$ cat src/rtl/tag_probe_issue.sv
// DRAM cache front end: arbitrates host AXI reads/writes and issues one tag+data probe per request,
// pushing the matching Tag FIFO entry, ROB ID record or write-buffer entry on the probe handshake.
module tag_probe_issue #(
  parameter int ADDR_WIDTH   = 64,
  parameter int DATA_WIDTH   = 512,
  parameter int ID_WIDTH     = 4,
  parameter int INDEX_WIDTH  = 14,
  parameter int OFFSET_WIDTH = 6,
  parameter int TID_WIDTH    = 4
) (
  input  logic                            clk,
  input  logic                            rst_n,
  input  logic [ID_WIDTH-1:0]             arid_i,
  input  logic [ADDR_WIDTH-1:0]           araddr_i,
  input  logic                            arvalid_i,
  output logic                            arready_o,
  input  logic [ID_WIDTH-1:0]             awid_i,
  input  logic [ADDR_WIDTH-1:0]           awaddr_i,
  input  logic                            awvalid_i,
  output logic                            awready_o,
  input  logic [DATA_WIDTH-1:0]           wdata_i,
  input  logic                            wvalid_i,
  output logic                            wready_o,
  output logic [ID_WIDTH-1:0]             bid_o,
  output logic                            bvalid_o,
  input  logic                            bready_i,
  output logic [ADDR_WIDTH-1:0]           mc_araddr_o,
  output logic                            mc_arvalid_o,
  input  logic                            mc_arready_i,
  input  logic                            tag_fifo_afull_i,
  output logic                            tag_fifo_wren_o,
  output logic [TID_WIDTH+ADDR_WIDTH:0]   tag_fifo_data_o,
  input  logic                            wbuffer_afull_i,
  output logic                            wbuffer_wren_o,
  output logic [DATA_WIDTH-1:0]           wbuffer_data_o,
  output logic                            rob_id_wren_o,
  output logic [TID_WIDTH-1:0]            rob_id_tid_o,
  output logic [ID_WIDTH-1:0]             rob_id_o,
  input  logic                            rob_retire_i
);

  localparam logic [1:0] S_IDLE = 2'd0;
  localparam logic [1:0] S_RD   = 2'd1;
  localparam logic [1:0] S_WR   = 2'd2;
  localparam logic [1:0] S_B    = 2'd3;

  localparam logic [TID_WIDTH:0]   CREDIT_FULL = {1'b1, {TID_WIDTH{1'b0}}};
  localparam logic [TID_WIDTH:0]   CREDIT_ONE  = 1;
  localparam logic [TID_WIDTH-1:0] TID_ONE     = 1;
  // Probe keeps only the set index bits; tag and line offset are zeroed.
  localparam logic [ADDR_WIDTH-1:0] INDEX_MASK =
    ((ADDR_WIDTH'(1) << INDEX_WIDTH) - ADDR_WIDTH'(1)) << OFFSET_WIDTH;

  logic [1:0]            state;
  logic                  last_wr;
  logic [TID_WIDTH-1:0]  tid_cnt;
  logic [TID_WIDTH:0]    credits;
  logic [ID_WIDTH-1:0]   id_q;
  logic [ADDR_WIDTH-1:0] addr_q;
  logic [DATA_WIDTH-1:0] wdata_q;

  logic idle, probing, rd_elig, wr_elig, grant_rd, grant_wr, alloc;

  always_comb begin
    idle     = (state == S_IDLE);
    probing  = (state == S_RD) || (state == S_WR);
    rd_elig  = arvalid_i && (credits != '0) && !tag_fifo_afull_i;
    wr_elig  = awvalid_i && wvalid_i && !tag_fifo_afull_i && !wbuffer_afull_i;
    // Contention goes to the kind that did not win last time.
    grant_rd = idle && rd_elig && (!wr_elig || last_wr);
    grant_wr = idle && wr_elig && !grant_rd;
    alloc    = (state == S_RD) && mc_arready_i;
  end

  assign arready_o       = grant_rd;
  assign awready_o       = grant_wr;
  assign wready_o        = grant_wr;
  assign mc_arvalid_o    = probing;
  assign mc_araddr_o     = addr_q & INDEX_MASK;
  assign tag_fifo_wren_o = probing && mc_arready_i;
  assign tag_fifo_data_o = (state == S_WR) ? {1'b1, {TID_WIDTH{1'b0}}, addr_q}
                                           : {1'b0, tid_cnt, addr_q};
  assign wbuffer_wren_o  = (state == S_WR) && mc_arready_i;
  assign wbuffer_data_o  = wdata_q;
  assign rob_id_wren_o   = alloc;
  assign rob_id_tid_o    = tid_cnt;
  assign rob_id_o        = id_q;
  assign bvalid_o        = (state == S_B);
  assign bid_o           = id_q;

  always_ff @(posedge clk) begin
    if (!rst_n) begin
      state   <= S_IDLE;
      last_wr <= 1'b1;
      tid_cnt <= '0;
      credits <= CREDIT_FULL;
      id_q    <= '0;
      addr_q  <= '0;
      wdata_q <= '0;
    end else begin
      case (state)
        S_IDLE: begin
          if (grant_rd)      state <= S_RD;
          else if (grant_wr) state <= S_WR;
        end
        S_RD:    if (mc_arready_i) state <= S_IDLE;
        S_WR:    if (mc_arready_i) state <= S_B;
        S_B:     if (bready_i)     state <= S_IDLE;
        default: state <= S_IDLE;
      endcase

      if (grant_rd) begin
        id_q    <= arid_i;
        addr_q  <= araddr_i;
        last_wr <= 1'b0;
      end else if (grant_wr) begin
        id_q    <= awid_i;
        addr_q  <= awaddr_i;
        wdata_q <= wdata_i;
        last_wr <= 1'b1;
      end

      if (alloc) tid_cnt <= tid_cnt + TID_ONE;

      // A retire arriving at full credit is spurious and dropped.
      if (alloc && !rob_retire_i)
        credits <= credits - CREDIT_ONE;
      else if (!alloc && rob_retire_i && (credits != CREDIT_FULL))
        credits <= credits + CREDIT_ONE;
    end
  end

endmodule

$ cat config.mk
export PLATFORM = sky130hd
export DESIGN_NAME = tag_probe_issue
export DESIGN_NICKNAME = d
export VERILOG_FILES = /design/src/rtl/tag_probe_issue.sv
export SDC_FILE = /design/constraint.sdc
export NUM_CORES = 1
export LEC_CHECK = 0
export ABC_AREA = 1
export BUFFER_PORTS_ARGS = -buffer_cell sky130_fd_sc_hd__buf_2
export CAP_MARGIN = 10
export CORE_AREA = 2 2 511 513
export CTS_BUF_LIST = sky130_fd_sc_hd__clkbuf_4 sky130_fd_sc_hd__clkbuf_8
export DETAILED_ROUTE_END_ITERATION = 7
export DIE_AREA = 0 0 513 515
export GPL_TIMING_DRIVEN = 0
export MAX_ROUTING_LAYER = met4
export PLACE_DENSITY_LB_ADDON = 0.25
export REMOVE_ABC_BUFFERS = 1
export SYNTH_ARGS = -nofsm -noshare
export SYNTH_HDL_FRONTEND = slang
export SYNTH_SLANG_ARGS = --single-unit
$ cat constraint.sdc
create_clock -name clk -period 6.1 [get_ports clk]
set_input_delay 0.61 -clock clk [delete_from_list [all_inputs] [get_ports clk]]
set_output_delay 0.61 -clock clk [all_outputs]
set_load 0.05 [all_outputs]
==> run_results.csv <==
group,metric,value,unit
sta,fmax,195.9,MHz
sta,fin_tns_setup,0,ns
place,gp_congestion,0.8946,
synth,yosys.area.top_type,"dfxtp_1",
worst_setup_path,worst_ep_arrival_time,4.49,ns
finish,layout_commonest_cell,"buf_2",
finish,final_cell_mix,"1,272 x buf_2, 592 x dfxtp_1, 589 x a21oi_1, 566 x dlygate4sd3_1, 512 x nand4_1",
global_route,grt_first_pass_wirelength,253700,um
worst_setup_path,crit_fanout,126,
synth,yosys_warnings,0,
routing,postRouteAntennaNets,0,
clock_tree,h-tree-depth,4,
sta,min_period,5.105,ns
synth,yosys.area.top_type_share,48.24,%
sta,setup_viol,0,
synth,yosysUniqueCellTypes,32,
routing,wl_per_cell,22.46,um
worst_setup_path,slowest_stage,"clkinv_8",
synth,synth_compound_area_share,25.46,%
floorplan,die_x,513,um
synth,syn_avg_cell_area,8.106,um2
synth,synthCells,3031,
worst_setup_path,slowest_delay,0.48,ns
synth,yosys.area_share.simple,15.06,%
sta,slew_violations,0,
clock_tree,cts.clk_slew.worst_paths,0.06,ns
clock_tree,clock_latency,0.87,ns
pwr,p_per_area,334.2,nW/um2
floorplan,initial_core_util,9.503,%
place,numPortBuffers,1272,
place,preCtsSetupSlack,0.8986,ns
synth,seq_area_frac_synth,48.24,%
clock_tree,post-cts-setup-buffer-count,0,
clock_tree,cts_hold_buf,566,
finish,final_nets,5366,
place,dp_hpwl,139400,um
sta,final_hold_viol_count,0,
flow_run,max-cap-violations,0,
sta,clock_skew,0.03565,ns
sta,worst_slack,0.9953,ns
worst_setup_path,crit_type,"reg -> out",
place,place_inst,7387,
worst_setup_path,crit_chain,"inv_1, ha_4, buf_16, inv_2, nor2_2, nand3_4, buf_16, buf_16, clkinv_8, buf_16, buf_2",
finish,area_growth,76.70,%
sta,rsz0062_at_grt,"false",
finish,instances_no_fill,8255,
routing,first_pass_iters,5,
routing,routed_wl,185400,um
synth,synth_adder_area_share,0.4889,%
synth,netlist_area,24570,um2
clock_tree,cts_tree,"done",
synth,synth-seq-cells,592,
pwr,ir_drop,0.0004065,V
global_route,grt_max_degree,141,
sta,period_share,83.68,%
pwr,p_leak,17.66,nW
global_route,overflow,0,
floorplan,die_area,264200,um2
sta,worst_pin_slew,1.074,ns
routing,vias,31175,
worst_setup_path,path_common_cell,"buf_16",
global_route,antenna_found_initial,104,
routing,viasPerCell,3.776,
synth,synth_top_family_by_area,"compound AO/OA/AOI/OAI gates",
synth,synth.area.top_cells,"dfxtp_1 48%, nand4_1 13%, a21oi_1 12%, o21ai_0 8.1%, o21ai_1 5.2%",
worst_setup_path,crit_path_start_kind,"flop",
clock_tree,clock_path_buffers,4,
finish,drive_gt1_share,33.27,%
worst_setup_path,required,5.49,ns
global_route,grt_pass1_vias,31261,
worst_setup_path,crit_path_end_kind,"output pin",
sta,relSlewSlack,27.66,%
clock_tree,cts_sinks,592,
floorplan,die_y,515,um
routing,drc,0,
floorplan,fp-row-count,187,
floorplan,ios,1323,
clock_tree,cts_root_buffer,"clkbuf_8",
finish,postLayoutCoreUtil,16.79,%
clock_tree,cts_resized,0,
sta,holdWs,0.1132,ns
global_route,groute.usage.overall,13.78,%
worst_hold_path,hold_class,"in -> reg",
synth,synth.area.mux_share,0,%
floorplan,core,258500,um2
routing,drt_iter0_drc,1727,
synth,synth_xor_area_share,0.07130,%
clock_tree,numCtsBuffers,145,
run_status,status,"finished clean",
==> report_power, final <==
part           internal, mW  switching, mW
registers              4.11          0.138
clock network          3.01           2.22
logic                  1.33           3.69
total                  8.45           6.06
==> layer usage <==
layer	vias to the layer above	global-route usage (%)	share of wire, %
li1	14442	-	-
met1	14994	15.48	39
met2	1419	21.80	46
met3	320	5.314	10
met4	0	5.707	4.5
met5	-	-	0
==> Yosys cell counts <==
library cell	instances
clkbuf_2	1
nand2_4	1
nor2_2	1
inv_1	91
o21bai_1	1
dfxtp_1	592
nor3_1	2
a21oi_1	589
nand4_1	512
buf_1	1
xor2_1	2
clkinv_1	1
clkbuf_4	1
ha_1	8
buf_4	87
fa_1	1
nand2_1	92
buf_6	7
a31oi_1	1
o21ai_0	398
a21o_1	1
buf_2	157
nand3_2	1
o21ai_1	257
nor2_1	17
conb_1	1
nand3_1	9
o211ai_1	1
clkbuf_1	194
inv_2	2
clkinv_2	1
nor4_1	1
==> final timing paths <==
check	start	to	slack, ns	cells past startpoint
worst min-delay path	wdata_i[466]	wbuffer_data_o[466]	0.11	3
worst max register to register	state[0]	addr_q[3]	1.97	10
worst min register to register	addr_q[52]	addr_q[52]	0.46	2
worst max-delay path	state[0]	arready_o	1.0	11
==> final cells by class <==
type	instances	area (um2)
Clock inverter	29	362.8
Multi-Input combinational cell	1945	10310
Timing Repair Buffer	1920	13520
Tap cell	3402	4257
Fill cell	29466	215100
Antenna cell	74	185.2
Clock buffer	198	2550
Inverter	95	374.1
Sequential cell	592	11850
==> cells by family after synthesis <==
family                     Yosys count
xor gates and xnor gates             2
AOI/OAI and AO/OA                 1248
adders and majority gates            9
DFF                                592
other                                1
buffers and inverters              543
and+or+nand+nor                    636
==> sequential cells by signal, indices dropped and copies added (netlist names) <==
name,count
bid_o,4
wbuffer_data_o,512
state,2
rob_id_tid_o,4
addr_q,64
credits,5
last_wr,1
==> through the flow <==
step / instance area [um2] / power [mW]
global placement: 33110 / 6.595
finish: 43410 / 14.51
floorplan: 22490 / 6.076
detailed placement: 34630 / 8.981
CTS: 43210 / 14.87
global route: 43390 / 15.33
==> critical path: cells and delay by family (launching register included) <==
family	cells	cell delay, ns
adders and majority gates	1	0.22
buffers and inverters	8	2.32
DFF	1	0.33
and+or+nand+nor	2	0.45
No activity file was read; power rests on OpenSTA's default activity.
